$ cat config.mk
export PLATFORM = sky130hd
export DESIGN_NAME = calc1
export DESIGN_NICKNAME = d
export VERILOG_FILES = /design/src/rtl/calc1_if.sv /design/src/rtl/calc1.sv
export SDC_FILE = /design/constraint.sdc
export NUM_CORES = 2
export LEC_CHECK = 0
export ABC_AREA = 1
export BUFFER_PORTS_ARGS = -buffer_cell sky130_fd_sc_hd__buf_4
export CAP_MARGIN = 20
export CORE_MARGIN = 2
export CORE_UTILIZATION = 58
export DETAILED_ROUTE_END_ITERATION = 7
export PLACE_DENSITY_LB_ADDON = 0.1
export SLEW_MARGIN = 20
export SYNTH_ARGS = -nofsm -noshare
export SYNTH_HDL_FRONTEND = slang
export SYNTH_SLANG_ARGS = --single-unit
$ cat constraint.sdc
create_clock -name c_clk -period 2.7 [get_ports c_clk]
set_clock_uncertainty 0.1 [all_clocks]
set_input_delay 0.135 -clock c_clk [delete_from_list [all_inputs] [get_ports c_clk]]
set_output_delay 0.135 -clock c_clk [all_outputs]
set_load 0.05 [all_outputs]
$ cat src/rtl/calc1_if.sv
// Per-port request/response bundle for the calc1 calculator.
// Bit 0 is the MSB of every field.
interface calc1_if;
    localparam int unsigned CMD_W  = 4;
    localparam int unsigned DATA_W = 32;
    localparam int unsigned RESP_W = 2;

    logic [0:CMD_W-1]  cmd;
    logic [0:DATA_W-1] data;
    logic [0:DATA_W-1] out_data;
    logic [0:RESP_W-1] out_resp;

    // Requester side drives the request, samples the response
    modport master (
        output cmd,
        output data,
        input  out_data,
        input  out_resp
    );

    // Calculator side samples the request, drives the response
    modport slave (
        input  cmd,
        input  data,
        output out_data,
        output out_resp
    );
endinterface

$ cat src/rtl/calc1.sv
// calc1: four independent 32-bit integer calculator ports.
// Each port takes cmd+op1 on one edge and op2 on the next, then presents a
// registered response for exactly one cycle.
module calc1 (
    output logic [0:31] out_data1,
    output logic [0:31] out_data2,
    output logic [0:31] out_data3,
    output logic [0:31] out_data4,
    output logic [0:1]  out_resp1,
    output logic [0:1]  out_resp2,
    output logic [0:1]  out_resp3,
    output logic [0:1]  out_resp4,
    input  logic        c_clk,
    input  logic [0:3]  req1_cmd_in,
    input  logic [0:31] req1_data_in,
    input  logic [0:3]  req2_cmd_in,
    input  logic [0:31] req2_data_in,
    input  logic [0:3]  req3_cmd_in,
    input  logic [0:31] req3_data_in,
    input  logic [0:3]  req4_cmd_in,
    input  logic [0:31] req4_data_in,
    input  logic [1:7]  reset
);
    localparam int unsigned NUM_PORTS = 4;
    localparam int unsigned CMD_W     = 4;
    localparam int unsigned DATA_W    = 32;
    localparam int unsigned RESP_W    = 2;
    localparam int unsigned SHAMT_W   = 5;

    localparam logic [0:CMD_W-1] CMD_NOP = CMD_W'(0);
    localparam logic [0:CMD_W-1] CMD_ADD = CMD_W'(1);
    localparam logic [0:CMD_W-1] CMD_SUB = CMD_W'(2);
    localparam logic [0:CMD_W-1] CMD_SHL = CMD_W'(5);
    localparam logic [0:CMD_W-1] CMD_SHR = CMD_W'(6);

    localparam logic [0:RESP_W-1] RESP_NONE = RESP_W'(0);
    localparam logic [0:RESP_W-1] RESP_OK   = RESP_W'(1);
    localparam logic [0:RESP_W-1] RESP_ERR  = RESP_W'(2);

    typedef enum logic {
        ST_IDLE,
        ST_OP2
    } state_t;

    // Any reset bit resets the whole block
    logic w_rst;
    assign w_rst = |reset;

    logic [0:CMD_W-1]  w_cmd      [1:NUM_PORTS];
    logic [0:DATA_W-1] w_data     [1:NUM_PORTS];
    logic [0:DATA_W-1] w_out_data [1:NUM_PORTS];
    logic [0:RESP_W-1] w_out_resp [1:NUM_PORTS];

    assign w_cmd[1]  = req1_cmd_in;
    assign w_cmd[2]  = req2_cmd_in;
    assign w_cmd[3]  = req3_cmd_in;
    assign w_cmd[4]  = req4_cmd_in;
    assign w_data[1] = req1_data_in;
    assign w_data[2] = req2_data_in;
    assign w_data[3] = req3_data_in;
    assign w_data[4] = req4_data_in;

    assign out_data1 = w_out_data[1];
    assign out_data2 = w_out_data[2];
    assign out_data3 = w_out_data[3];
    assign out_data4 = w_out_data[4];
    assign out_resp1 = w_out_resp[1];
    assign out_resp2 = w_out_resp[2];
    assign out_resp3 = w_out_resp[3];
    assign out_resp4 = w_out_resp[4];

    for (genvar n = 1; n <= 4; n++) begin : g_port
        calc1_if u_bus ();

        state_t            r_state;
        state_t            w_state_nxt;
        logic [0:CMD_W-1]  r_cmd;
        logic [0:CMD_W-1]  w_cmd_nxt;
        logic [0:DATA_W-1] r_op1;
        logic [0:DATA_W-1] w_op1_nxt;
        logic [0:RESP_W-1] r_resp;
        logic [0:RESP_W-1] w_resp_nxt;
        logic [0:DATA_W-1] r_data;
        logic [0:DATA_W-1] w_data_nxt;
        logic [0:RESP_W-1] w_alu_resp;
        logic [0:DATA_W-1] w_alu_data;
        logic [0:DATA_W]   w_sum;

        assign u_bus.cmd      = w_cmd[n];
        assign u_bus.data     = w_data[n];
        assign u_bus.out_resp = r_resp;
        assign u_bus.out_data = r_data;
        assign w_out_resp[n]  = u_bus.out_resp;
        assign w_out_data[n]  = u_bus.out_data;

        // Extra MSB of the sum is the carry out of bit 0
        assign w_sum = {1'b0, r_op1} + {1'b0, u_bus.data};

        // ALU: latched command and op1 against the op2 currently on the bus
        always_comb begin
            w_alu_resp = RESP_ERR;
            w_alu_data = '0;
            case (r_cmd)
                CMD_ADD: begin
                    if (!w_sum[0]) begin
                        w_alu_resp = RESP_OK;
                        w_alu_data = w_sum[1:DATA_W];
                    end
                end
                CMD_SUB: begin
                    if (u_bus.data <= r_op1) begin
                        w_alu_resp = RESP_OK;
                        w_alu_data = r_op1 - u_bus.data;
                    end
                end
                CMD_SHL: begin
                    w_alu_resp = RESP_OK;
                    w_alu_data = r_op1 << u_bus.data[DATA_W-SHAMT_W:DATA_W-1];
                end
                CMD_SHR: begin
                    w_alu_resp = RESP_OK;
                    w_alu_data = r_op1 >> u_bus.data[DATA_W-SHAMT_W:DATA_W-1];
                end
                default: ;
            endcase
        end

        // Next state: latch cmd/op1 in IDLE, emit the response in OP2
        always_comb begin
            w_state_nxt = r_state;
            w_cmd_nxt   = r_cmd;
            w_op1_nxt   = r_op1;
            w_resp_nxt  = RESP_NONE;
            w_data_nxt  = '0;
            case (r_state)
                ST_IDLE: begin
                    if (u_bus.cmd != CMD_NOP) begin
                        w_cmd_nxt   = u_bus.cmd;
                        w_op1_nxt   = u_bus.data;
                        w_state_nxt = ST_OP2;
                    end
                end
                ST_OP2: begin
                    w_resp_nxt  = w_alu_resp;
                    w_data_nxt  = w_alu_data;
                    w_state_nxt = ST_IDLE;
                end
            endcase
        end

        // State, latched operands and response registers
        always_ff @(posedge c_clk) begin
            if (w_rst) begin
                r_state <= ST_IDLE;
                r_cmd   <= '0;
                r_op1   <= '0;
                r_resp  <= RESP_NONE;
                r_data  <= '0;
            end else begin
                r_state <= w_state_nxt;
                r_cmd   <= w_cmd_nxt;
                r_op1   <= w_op1_nxt;
                r_resp  <= w_resp_nxt;
                r_data  <= w_data_nxt;
            end
        end
    end
endmodule

---- Word-level counts from Yosys, hierarchy flattened ----
Index checks and enable logic that the tools add are counted.
storage, ports and cells
  register bits after elaboration ......... 284
  input bits .............................. 152
  logic and storage cells ................. 109
operators by class
  add/subtract/negate cells ............... 8
  order comparisons ....................... 4
  equal/unequal tests ..................... 16
  shift operators ......................... 8
  muxes and demuxes ....................... 32
  bitwise gates (word level) .............. 4
  reduce and logical (&&, ||, !) cells .... 17
operators by type and width
  operator              count
  $pmux W32 S4          4
  $mux W32              8
  $add A32 B32 Y33      4
  $le A32 B32 Y1        4
  $shl A32 B5 Y32       4
  $shr A32 B5 Y32       4
  $sub A32 B32 Y32      4
  $eq A4 B3 Y1 const B  8
  $reduce_or A8 Y1      4
  $pmux W2 S3           4
  $eq A4 B1 Y1 const B  4
  $eq A4 B2 Y1 const B  4
  $mux W2               8
  $reduce_bool A4 Y1    4
  $pmux W1 S2           4
  $reduce_and A2 Y1     4
  $reduce_or A2 Y1      4
  $reduce_or A7 Y1      1
  $mux W1               4
  $not A1 Y1            4

---- Depth between registers and ports, before layout ----
  depth in word-level cells ............... 3
  gate-level depth with buffers ........... 21

---- Worst setup path before layout ----
OpenSTA, ideal clock, no wires.
  path kind ............................... input to register
  from .................................... in req3_data_in[29] (netlist bit)
  to ...................................... reg g_port[3].r_data, in the netlist out_data3[12]
  setup time .............................. 0.126 ns
  data arrival time ....................... 2.291 ns
  required time ........................... 2.474 ns
  slack ................................... 0.182 ns
  stages .................................. 20
  cell sequence ........................... inv_1 -> clkbuf_1 -> clkbuf_1 -> ha_1 -> buf_2 -> nor2_1 -> nand2_1 -> nand2_1 -> nand2_1 -> nand2_1 -> nand2_1 -> nand2_1 -> nand2_1 -> nand2_1 -> nor2_4 -> buf_6 -> nand2_1 -> nand2_1 -> nor2_1 -> nor2_1
between the ends
  cells in the longest elaborated chain, start to end .. 3
  elaborated cells on any way between the ends .. 8
  classes of those cells .................. 2 x add/sub; 1 x order compare; 2 x shift; 3 x mux
RTL lines
  item                                            line                        RTL
  from (decl)                                     calc1.sv:19                 input logic [0:31] req3_data_in,
  $sub A32 B32 Y32, or another cell as far along  calc1.sv:113                w_alu_data = r_op1 - u_bus.data;
  $mux W32, on equally long branches              calc1.sv:111, calc1.sv:105
  $pmux W32 S4 *                                  calc1.sv:103                case (r_cmd)
  to (signal assigned)                            calc1.sv:164                r_data <= w_data_nxt;
  to (decl)                                       calc1.sv:83                 logic [0:DATA_W-1] r_data;
Every way passes the cells marked *; elsewhere a longest branch is shown, timed or not.
A chain may end at the register's enable or synchronous reset.

---- Final worst setup path ----
  from .................................... reg g_port[2].r_op1[31] (netlist bit)
  to ...................................... reg g_port[2].r_data, in the netlist out_data2[5]
between the ends
  cells in the longest elaborated chain, start to end .. 3
  elaborated cells on any way between the ends .. 8
  classes of those cells .................. 2 x add/sub; 1 x order compare; 2 x shift; 3 x mux
RTL lines
  item                                            line                        RTL
  from (decl)                                     calc1.sv:79                 logic [0:DATA_W-1] r_op1;
  from (signal assigned)                          calc1.sv:162                r_op1 <= w_op1_nxt;
  $sub A32 B32 Y32, or another cell as far along  calc1.sv:113
  $mux W32, on equally long branches              calc1.sv:111, calc1.sv:105
  $pmux W32 S4 *                                  calc1.sv:103
  to (signal assigned)                            calc1.sv:164
  to (decl)                                       calc1.sv:83
Marks and branches as above.

==> metrics.md <==
| Metric | Value |
|---|---|
| Mapped Area | `44,000 um2` |
| Vias per cell | `5.80` |
| Setup TNS | `0 ps` |
| Leakage power | `30.0 nW` |
| Initial antenna violation count | `3` |
| Synth Area per Inst | `5.12 um2` |
| Placed cells | `9,873` |
| Final worst path period need | `2690 ps` |
| Row cnt | `101` |
| Die W | `280 um` |
| Final worst slack | `6.21 ps` |
| Min-Delay Path Depth | `4` |
| Largest family of logic cells by synthesized area | `simple AND/OR/NAND/NOR gates` |
| Maximum vdd ir drop | `0.000410 V` |
| Critical path's slowest cell | `fa_2` |
| R2R depth | `13` |
| DP Area | `48,800 um2` |
| Maximum clock rate | `0.371 GHz` |
| Final setup fails | `0` |
| Post-layout util | `68.9%` |
| Vias in the first global route | `53,200` |
| Finished layout cell area | `52,000 um2` |
| Clock Path Buffers | `3` |
| Clk sink count | `284` |
| CP Class | `register to register` |
| Synth warn | `0` |
| GPL Wtd Cong | `1.08` |
| Drt first pass iters | `7` |
| CP dominant cell by count | `nand3_1` |
| Crit start category | `register` |
| Post-Synth XOR/XNOR Area | `1.71%` |
| Multi-input logic area | `31,700 um2` |
| Adder-cell share of the synthesized area | `7.75%` |
| Period utilization | `99.8%` |
| Initial core utilization | `58.3%` |
| First-pass GRT wire length | `290,000 um` |
| Critical path arrival | `3130 ps` |
| Seq/Total Area, Yosys | `12.9%` |
| Via count of the routed design | `58,500` |
| Pin count of the biggest net entering global routing | `81` |
| Seq cells post-synth | `284` |
| Crit end category | `register` |
| IO Port Bufs | `287` |
| Io pins | `288` |
| Routed Wire Length | `192,000 um` |
| Core box area | `75,600 um2` |
| Post-detail-place hpwl | `149,000 um` |
| CTS root buf | `clkbuf_16` |
| Mux cell area share after synthesis | `0.432%` |
| Seq. cell area | `5700 um2` |
| CP Data Required Time | `3130 ps` |
| Sequence of cells on the critical path | `inv_1 > ha_1 > fa_2 > buf_4 > inv_1 > nand3_1 > nand3_1 > nand3_1 > nand3_1 > nand3_1 > nor2_1 > nor2_1 > nor2_1` |
| Internal power | `8.81 mW` |
| Max Slew Vio Count | `0` |
| Worst hold start | `req1_data_in[31]` |
| Logic pwr share | `23.8%` |
| Pre-CTS WS | `-101 ps` |
| Unrepaired setup endpoints after global routing | `true` |
| Complex-gate fraction of the synthesized area | `11.8%` |
| Mapped Nets | `9,024` |
| Worst R2R End | `out_data2[5]$_SDFF_PP0_` |
| Post-route ant nets | `0` |
| Distinct cells, synth | `47` |
| Worst slew pin tran | `1090 ps` |
| Final Hold Fails | `0` |
| Simple-Gate Fraction of Synth Area | `49.6%` |
| # fillers | `7,236` |
| GRT Resource Usage Total | `46.9%` |
| Slew Limit Headroom | `27.3%` |
| CP max stage delay | `400 ps` |
| R2r setup slk | `6 ps` |
| Status | `completed` |
| CTS tree | `done` |
| Num CTS Buffers | `41` |
| Pwr Density | `258 nW/um2` |
| Worst hold endpoint | `g_port[1].r_op1[31]$_SDFFE_PP0P_` |
| Final #Nets | `9,502` |
| Clock network fraction of design power | `44.8%` |
| Clk_lat worst skew | `610 ps` |
| Crit-path leading delay family | `simple AND/OR/NAND/NOR gates` |
| Net Sw Frac | `34.3%` |
| Layout cells sized above 1 | `10.6%` |
| Final hold slack | `40.9 ps` |
| Sequential share of power | `31.4%` |
| DR iter-0 viols | `8,005` |
| Area growth syn-to-layout | `18.1%` |
| CP Max Fanout | `4` |
| Die area | `78,200 um2` |
| CTS clk-pin slew, worst paths | `60 ps` |
| R2r startpoint | `g_port[2].r_op1[31]$_SDFFE_PP0P_` |
| Net Sw Power | `4.59 mW` |
| Hold crit path type | `input port to register` |
| Die Span Y | `280 um` |
| Power, Total | `13.4 mW` |
| Wire per inst | `19.0 um` |
| Max-Cap Viols | `0` |
| H-tree depth | `2` |
| DRC viols | `0` |
| Diode count | `0` |
| Finished Layout Cells | `10,100` |
| Aggregate global routing overflow | `0` |
| Syn Inst Count | `8,604` |
| CP Buf/Inv Count | `3` |
==> worst min-delay path, delay by kind of cell <==
| kind | cells | cell delay [ps] |
|---|---|---|
| buffers and inverters | 2 | 320 |
| AOI/OAI and AO/OA | 2 | 220 |
==> registers in the layout, indices dropped and copies added, names as in the netlist <==
name and count:
out_data1 32, out_data4 32, out_data2 32, g_port.r_state 4
out_data3 32, out_resp3 2, out_resp1 2, out_resp4 2
g_port.r_op1 128, g_port.r_cmd 16, out_resp2 2
==> cell usage after synthesis, drive strengths merged <==
| master | n | area [um2] |
|---|---|---|
| o21bai | 26 | 195 |
| ha | 260 | 3250 |
| nand3b | 12 | 90.1 |
| a211oi | 1 | 7.51 |
| nand3 | 1109 | 5640 |
| nor2 | 922 | 3540 |
| a21boi | 12 | 101 |
| and2 | 20 | 125 |
| clkbuf | 179 | 679 |
| nand4 | 85 | 532 |
| or2 | 20 | 125 |
| dfxtp | 284 | 5690 |
| mux2i | 19 | 190 |
| xnor2 | 6 | 52.6 |
| inv | 1375 | 5160 |
| and3 | 24 | 150 |
| nor4 | 3 | 18.8 |
| fa | 8 | 160 |
| xor2 | 80 | 701 |
| a21oi | 452 | 2290 |
| nor3 | 69 | 362 |
| nand2 | 2979 | 11300 |
| a31oi | 7 | 43.8 |
| clkinv | 5 | 18.8 |
| buf | 208 | 1120 |
| a21o | 3 | 22.5 |
| o21ai | 303 | 1520 |
| o211ai | 84 | 631 |
| o21a | 49 | 368 |
==> power by group through the flow <==
stage	Sequential, mW	Combinational (mW)	Clock [mW]
2_1_floorplan	4.30	1.89	0
3_3_place_gp	4.30	2.83	0
3_5_place_dp	4.30	2.87	0
4_1_cts	4.21	3.04	6.01
5_1_grt	4.21	3.45	6.14
6_report	4.21	3.19	6.01
==> worst max path at each step <==
stage / depth (start not counted) / endpoint / slack, ps / startpoint
finish: 13 / out_data2[5]$_SDFF_PP0_ / 6 / g_port[2].r_op1[31]$_SDFFE_PP0P_
floorplan: 20 / out_data3[12]$_SDFF_PP0_ / 180 / req3_data_in[29]
global placement: 17 / out_data3[14]$_SDFF_PP0_ / -40 / g_port[3].r_op1[31]$_SDFFE_PP0P_
global route: 18 / out_data1[20]$_SDFF_PP0_ / -60 / g_port[1].r_op1[31]$_SDFFE_PP0P_
CTS: 19 / out_data4[13]$_SDFF_PP0_ / 2 / g_port[4].r_op1[31]$_SDFFE_PP0P_
detailed placement: 17 / out_data3[14]$_SDFF_PP0_ / -100 / g_port[3].r_op1[31]$_SDFFE_PP0P_
==> cell type report <==
cell class                 count  area share, %
multi-input combinational   6554           60.9
clock buffer                  53           2.15
inverter                    1380           9.98
tap                          978           2.35
sequential                   284           11.0
clock inverter                22          0.580
timing repair buffer         821           13.1
==> layout by cell type (no fill, tap or decap), types with 7 or more instances in the layout <==
cell type,count
nand3b_1,12
mux2i_1,19
nand3_2,28
nand2_1,2930
nand2_2,43
o21bai_1,26
ha_1,244
and3_1,24
xor2_1,80
dfxtp_1,273
clkbuf_16,41
clkbuf_1,7
o21a_1,49
nor2_1,887
nor2_4,8
a21oi_1,442
inv_2,27
or2_2,19
nand4_1,85
nor3_1,64
o211ai_1,84
dlygate4sd3_1,139
dfxtp_2,11
clkinv_2,9
o21ai_0,296
buf_12,21
inv_1,1345
nand3_1,1081
a21oi_2,8
and2_1,20
buf_4,656
nor2_2,27
a21boi_0,11
ha_2,13
a31oi_1,7
==> per-layer routing <==
metal,wire [um],track usage [%]
met4,15100,31.0
met1,72800,58.4
met2,79100,71.3
met3,24500,11.9
met5,39,0
==> timing repair <==
action	in CTS	in global routing
endpoints found under the setup margin	48	136
buffers inserted	0	4
gates cloned	1	0
hold buffers	139	0
endpoints found under the hold margin	132	0
resized for setup	8	98
pin swaps	0	11
==> logic make-up after synthesis <==
family                     count (synthesis)
DFF                                      284
adders and majority gates                268
muxes                                     19
xor gates and xnor gates                  86
and+or+nand+nor                         5243
buffers and inverters                   1767
AOI/OAI and AO/OA                        937
Note: power is estimated with default switching activity, not from simulation.
